**config.mk**
```make
export PLATFORM = sky130hd
export DESIGN_NAME = uwire_receiver
export DESIGN_NICKNAME = d
export VERILOG_FILES = /design/src/rtl/uwire_receiver.sv
export SDC_FILE = /design/constraint.sdc
export NUM_CORES = 2
export LEC_CHECK = 0
export ABC_AREA = 1
export BUFFER_PORTS_ARGS = -buffer_cell sky130_fd_sc_hd__buf_4
export CAP_MARGIN = 20
export CORE_ASPECT_RATIO = 0.5
export CORE_MARGIN = 2
export CORE_UTILIZATION = 40
export DETAILED_ROUTE_END_ITERATION = 16
export PLACE_DENSITY = 0.63
export SYNTH_ARGS = -nofsm -noshare
export SYNTH_HDL_FRONTEND = slang
export SYNTH_SLANG_ARGS = --single-unit
```
**constraint.sdc**
```tcl
create_clock -name clk -period 2.2 [get_ports clk]
set_clock_uncertainty 0.15 [all_clocks]
set_input_delay 0.22 -clock clk [delete_from_list [all_inputs] [get_ports clk]]
set_output_delay 0.22 -clock clk [all_outputs]
set_load 0.02 [all_outputs]
```
**src/rtl/uwire_receiver.sv**
```systemverilog
// uwire_receiver: MICROWIRE responder / bus monitor for the LMK04816 config bus.
// Oversamples CLK/DATA/LE on the fabric clock, deframes 32-bit words MSB
// first, and mirrors them into a 32-entry shadow register file.
module uwire_receiver #(
    parameter int SYNC_STAGES = 2,
    parameter int RESET_BIT   = 17,
    parameter int CNT_WIDTH   = 16
) (
    input  logic                 clk,
    input  logic                 rst_n,
    input  logic                 uwire_clk_in,
    input  logic                 uwire_data_in,
    input  logic                 uwire_le_in,
    output logic                 word_valid,
    output logic [4:0]           word_addr,
    output logic [26:0]          word_data,
    output logic                 frame_err,
    output logic                 soft_reset,
    input  logic [4:0]           rd_addr,
    output logic [26:0]          rd_data,
    output logic [31:0]          reg_written,
    output logic [CNT_WIDTH-1:0] word_count,
    output logic [CNT_WIDTH-1:0] err_count
);

    localparam logic [CNT_WIDTH-1:0] CNT_MAX = '1;
    // 33 marks "more than 32 bits seen"; the count never goes past it.
    localparam logic [5:0] BITS_FULL = 6'd32;
    localparam logic [5:0] BITS_OVER = 6'd33;

    logic [SYNC_STAGES-1:0] clk_sync;
    logic [SYNC_STAGES-1:0] data_sync;
    logic [SYNC_STAGES-1:0] le_sync;
    logic                   clk_hist;
    logic                   le_hist;

    logic                   clk_s;
    logic                   data_s;
    logic                   le_s;
    logic                   clk_rise;
    logic                   le_rise;

    logic [31:0]            shift_reg;
    logic [5:0]             bit_cnt;

    logic                   good_word;
    logic                   bad_word;
    logic                   soft_hit;

    logic [26:0]            shadow [32];

    // Synchronise each uWire pin and keep one history flop for edge detection.
    always_ff @(posedge clk or negedge rst_n) begin
        if (!rst_n) begin
            clk_sync  <= '0;
            data_sync <= '0;
            le_sync   <= '0;
            clk_hist  <= 1'b0;
            le_hist   <= 1'b0;
        end else begin
            clk_sync  <= {clk_sync[SYNC_STAGES-2:0], uwire_clk_in};
            data_sync <= {data_sync[SYNC_STAGES-2:0], uwire_data_in};
            le_sync   <= {le_sync[SYNC_STAGES-2:0], uwire_le_in};
            clk_hist  <= clk_sync[SYNC_STAGES-1];
            le_hist   <= le_sync[SYNC_STAGES-1];
        end
    end

    assign clk_s    = clk_sync[SYNC_STAGES-1];
    assign data_s   = data_sync[SYNC_STAGES-1];
    assign le_s     = le_sync[SYNC_STAGES-1];
    assign clk_rise = clk_s & ~clk_hist;
    assign le_rise  = le_s & ~le_hist;

    // A CLK rise coinciding with an LE rise is dropped: le_s is already 1 then.
    assign good_word = le_rise && (bit_cnt == BITS_FULL);
    assign bad_word  = le_rise && (bit_cnt != BITS_FULL);
    assign soft_hit  = good_word && (shift_reg[4:0] == 5'd0) && shift_reg[RESET_BIT];

    // Shift DATA in on CLK rises outside LE; any LE rise restarts the frame.
    always_ff @(posedge clk or negedge rst_n) begin
        if (!rst_n) begin
            shift_reg <= '0;
            bit_cnt   <= '0;
        end else if (le_rise) begin
            shift_reg <= '0;
            bit_cnt   <= '0;
        end else if (clk_rise && !le_s) begin
            shift_reg <= {shift_reg[30:0], data_s};
            if (bit_cnt != BITS_OVER) begin
                bit_cnt <= bit_cnt + 6'd1;
            end
        end
    end

    // Word/error pulses, last-word capture and saturating statistics.
    always_ff @(posedge clk or negedge rst_n) begin
        if (!rst_n) begin
            word_valid <= 1'b0;
            frame_err  <= 1'b0;
            soft_reset <= 1'b0;
            word_addr  <= '0;
            word_data  <= '0;
            word_count <= '0;
            err_count  <= '0;
        end else begin
            word_valid <= good_word;
            frame_err  <= bad_word;
            soft_reset <= soft_hit;
            if (good_word) begin
                word_addr <= shift_reg[4:0];
                word_data <= shift_reg[31:5];
                if (word_count != CNT_MAX) begin
                    word_count <= word_count + 1'b1;
                end
            end
            if (bad_word && (err_count != CNT_MAX)) begin
                err_count <= err_count + 1'b1;
            end
        end
    end

    // Shadow register file: a soft reset wipes it instead of storing R0.
    always_ff @(posedge clk or negedge rst_n) begin
        if (!rst_n) begin
            for (int i = 0; i < 32; i++) begin
                shadow[i] <= '0;
            end
            reg_written <= '0;
        end else if (soft_hit) begin
            for (int i = 0; i < 32; i++) begin
                shadow[i] <= '0;
            end
            reg_written <= '0;
        end else if (good_word) begin
            shadow[shift_reg[4:0]]      <= shift_reg[31:5];
            reg_written[shift_reg[4:0]] <= 1'b1;
        end
    end

    // Registered readback; a same-cycle write is seen one cycle later.
    always_ff @(posedge clk or negedge rst_n) begin
        if (!rst_n) begin
            rd_data <= '0;
        end else begin
            rd_data <= shadow[rd_addr];
        end
    end

endmodule

```
==> reports/metrics.yaml <==
routing:
  antenna_left: 0
  vias: 48600
  vias_per_cell: 5.74
  drc: 0
  wl_microns: 184000
  firstDrtPassIters: 6
  drt_iter0_markers: 6449
  wl_per_cell_microns: 21.7
synthesis:
  avgSynthCellArea_sq_um: 7.80
  synth_seq_area_share: 0.497
  synth_area_leaders: "dfrtp_1 (50%), nand3_1 (22%), nand2_1 (16%), buf_6 (2.0%), buf_2 (1.9%)"
  synth_top_cell_by_area: "dfrtp_1"
  synth_top_area_frac: 0.497
  ys_warn_count: 0
  synthDistinctLibCells: 38
  syn_area_sq_um: 52100
  async_reset_ff_frac: 1.00
  synth_commonest_cells: "nand3_1 (2,299), nand2_1 (2,272), dfrtp_1 (1,036)"
  ys_seq_elements: 1036
  synthesis.instances: 6682
  synth_edf_count: 0
  ys.flop_type: "dfrtp_1"
  syn_nets: 6697
  synth_most_common_cell: "nand3_1"
setup_path:
  cp_max_fo: 8
  max_stage_delay_ns: 0.39
  crit_family: "simple AND/OR/NAND/NOR gates"
  crit_path_end_kind: "flip-flop"
  slowest_stage: "dfrtp_1"
  timing.rr.start: "bit_cnt[1]"
  cp.arrival_ns: 2.62
  cp-start-kind: "flip-flop"
  path_cells: "inv_2 > ha_4 > nand2_2 > nor2_4 > nand2_8 > nor2_8 > nand2_8 > buf_12 > buf_16 > clkbuf_16 > nand3_1 > nand2_1"
  path_class: "reg2reg"
  reg2reg_to: "shadow[241]"
  crit_top_cell: "nand2_8"
  crit_required_ns: 2.65
  reg2reg_depth: 12
  cp.buffers_inverters: 4
  reg2reg_setup_slack_ns: 0.03
sta:
  finalHoldViolCount: 0
  setup_viol: 0
  post-route-min-period_ns: 2.17
  timing.fmax_ghz: 0.461
  setup_slack_ns: 0.0315
  relSlewSlack: 0.502
  fin_setup_tns_ns: 0
  rsz0062_at_grt: "yes"
  slew_violations: 0
  holdWs_ns: 0.0823
  finalCritPeriodShare: 0.986
  tightest_slew_ns: 0.747
global_routing:
  grt_pass1_vias: 44100
  grt_max_degree: 108
  antenna_found_initial: 1
  grt_pass1_wl_microns: 275000
  gr-usage-all-layers: 0.265
  overflow: 0
place:
  dp_slack_ns: -0.0425
  port-buffer-count: 135
  gp_congestion: 0.930
  hpwl_microns: 114000
  dp.cells: 8233
  placed_area_sq_um: 56100
clocking:
  cts_max_level: 3
  clock-root-buffer: "clkbuf_16"
  cts.sinks: 1036
  cts_buffers: 101
  clockBufferDepth: 3
  worst_skew_pair.late_latency_ns: 0.74
  path_clk_slew_ns: 0.07
  cts_tree: "done"
finish:
  largest_reg_flops: 864
  fin_area_sq_um: 61000
  finalNetCount: 6698
  post-route-util: 0.473
  diodes: 0
  drive_gt1_frac: 0.122
  syn_to_final_growth_pct: 17.1
  fin_cells: 8479
hold_path:
  hold_path_depth: 2
  timing.hold.worst_endpoint: "data_sync[0]"
  hp-class: "in2reg"
  holdCritStartpoint: "uwire_data_in"
floorplan:
  std_cell_rows: 93
  start_util: 0.404
  die_y_microns: 259
  die_area_sq_um: 133000
  ios: 136
  die-width_microns: 515
  core_sq_um: 129000
pwr:
  p_per_area_nw_per_um2: 683
  vdd_drop_max_uv: 668
  finalPower_mw: 41.7
  power_leakage_nw: 31.6
flow_run:
  cap_viol_max_count: 0
status:
  outcome: "completed"
==> per-layer routing <==
| metal | GRT usage | share of wire | vias up |
|---|---|---|---|
| met4 | 0.0751 | 0.026 | 0 |
| met5 | 0 | 0 | - |
| met2 | 0.368 | 0.42 | 2459 |
| met3 | 0.0660 | 0.12 | 252 |
| li1 | - | - | 22100 |
| met1 | 0.404 | 0.44 | 23900 |
==> power by group <==
part / switching, mW / leakage (nW) / total [mW] / internal [mW]
Sequential: 0.117 / 14.4 / 19.3 / 19.2
Clock: 8.08 / 1.81 / 19.5 / 11.4
Combinational: 2.05 / 15.4 / 2.92 / 0.866
==> final cells by class <==
| type | instances | area, sq um |
|---|---|---|
| well taps | 1710 | 2140 |
| repair inverters | 2 | 13.8 |
| fillers | 12500 | 68000 |
| repair buffers | 519 | 6290 |
| clock buffers | 138 | 2880 |
| inverters | 161 | 768 |
| multi-input cells | 4862 | 22200 |
| flip-flops and latches | 1036 | 25900 |
| clock inverters | 51 | 783 |
==> how the worst max path moves through the flow <==
stage                             from      endpoint  cells after the start
final                       bit_cnt[1]   shadow[241]                     12
after global routing        bit_cnt[0]   shadow[270]                     12
after CTS                   bit_cnt[0]   shadow[201]                     11
after detailed placement    bit_cnt[0]    shadow[39]                     11
after global placement      bit_cnt[0]    shadow[39]                     11
after floorplan           err_count[1]  err_count[9]                      9
==> cell families after synthesis <==
logic type / Yosys count / share of synthesized area
flops: 1036 / 0.497
fa+ha+maj: 5 / 0.00120
compound gates: 128 / 0.0138
buf+inv: 784 / 0.0793
xor+xnor: 27 / 0.00454
simple gates: 4702 / 0.404
==> cell usage in the layout, fill, tap and decap left out, types with 9 or more instances in the layout <==
cell type      instances
dlygate4sd3_1          9
nand2_8               12
buf_6                 20
inv_1                117
buf_4                320
nand2_2               11
clkinv_2              22
nor2_1                54
nand2_1             2270
clkbuf_8              20
clkinv_1              10
clkbuf_1              17
bufinv_16             19
xor2_1                16
clkbuf_16            126
nand3_1             2280
buf_16                12
nand3_2               38
dfrtp_2               20
o22ai_1               56
xnor2_1               11
buf_12               126
dfrtp_1             1016
o21ai_0               56
inv_4                 10
==> timing repair <==
item / in CTS / in global routing
gates cloned: 0 / 35
endpoints found under the hold margin: 1066 / 0
setup buffers: 0 / 13
resized for setup: 4 / 106
hold buffers: 10 / 0
pin swaps: 0 / 6
setup endpoints to repair: 16 / 659
Power figures use the tool's default switching activity.
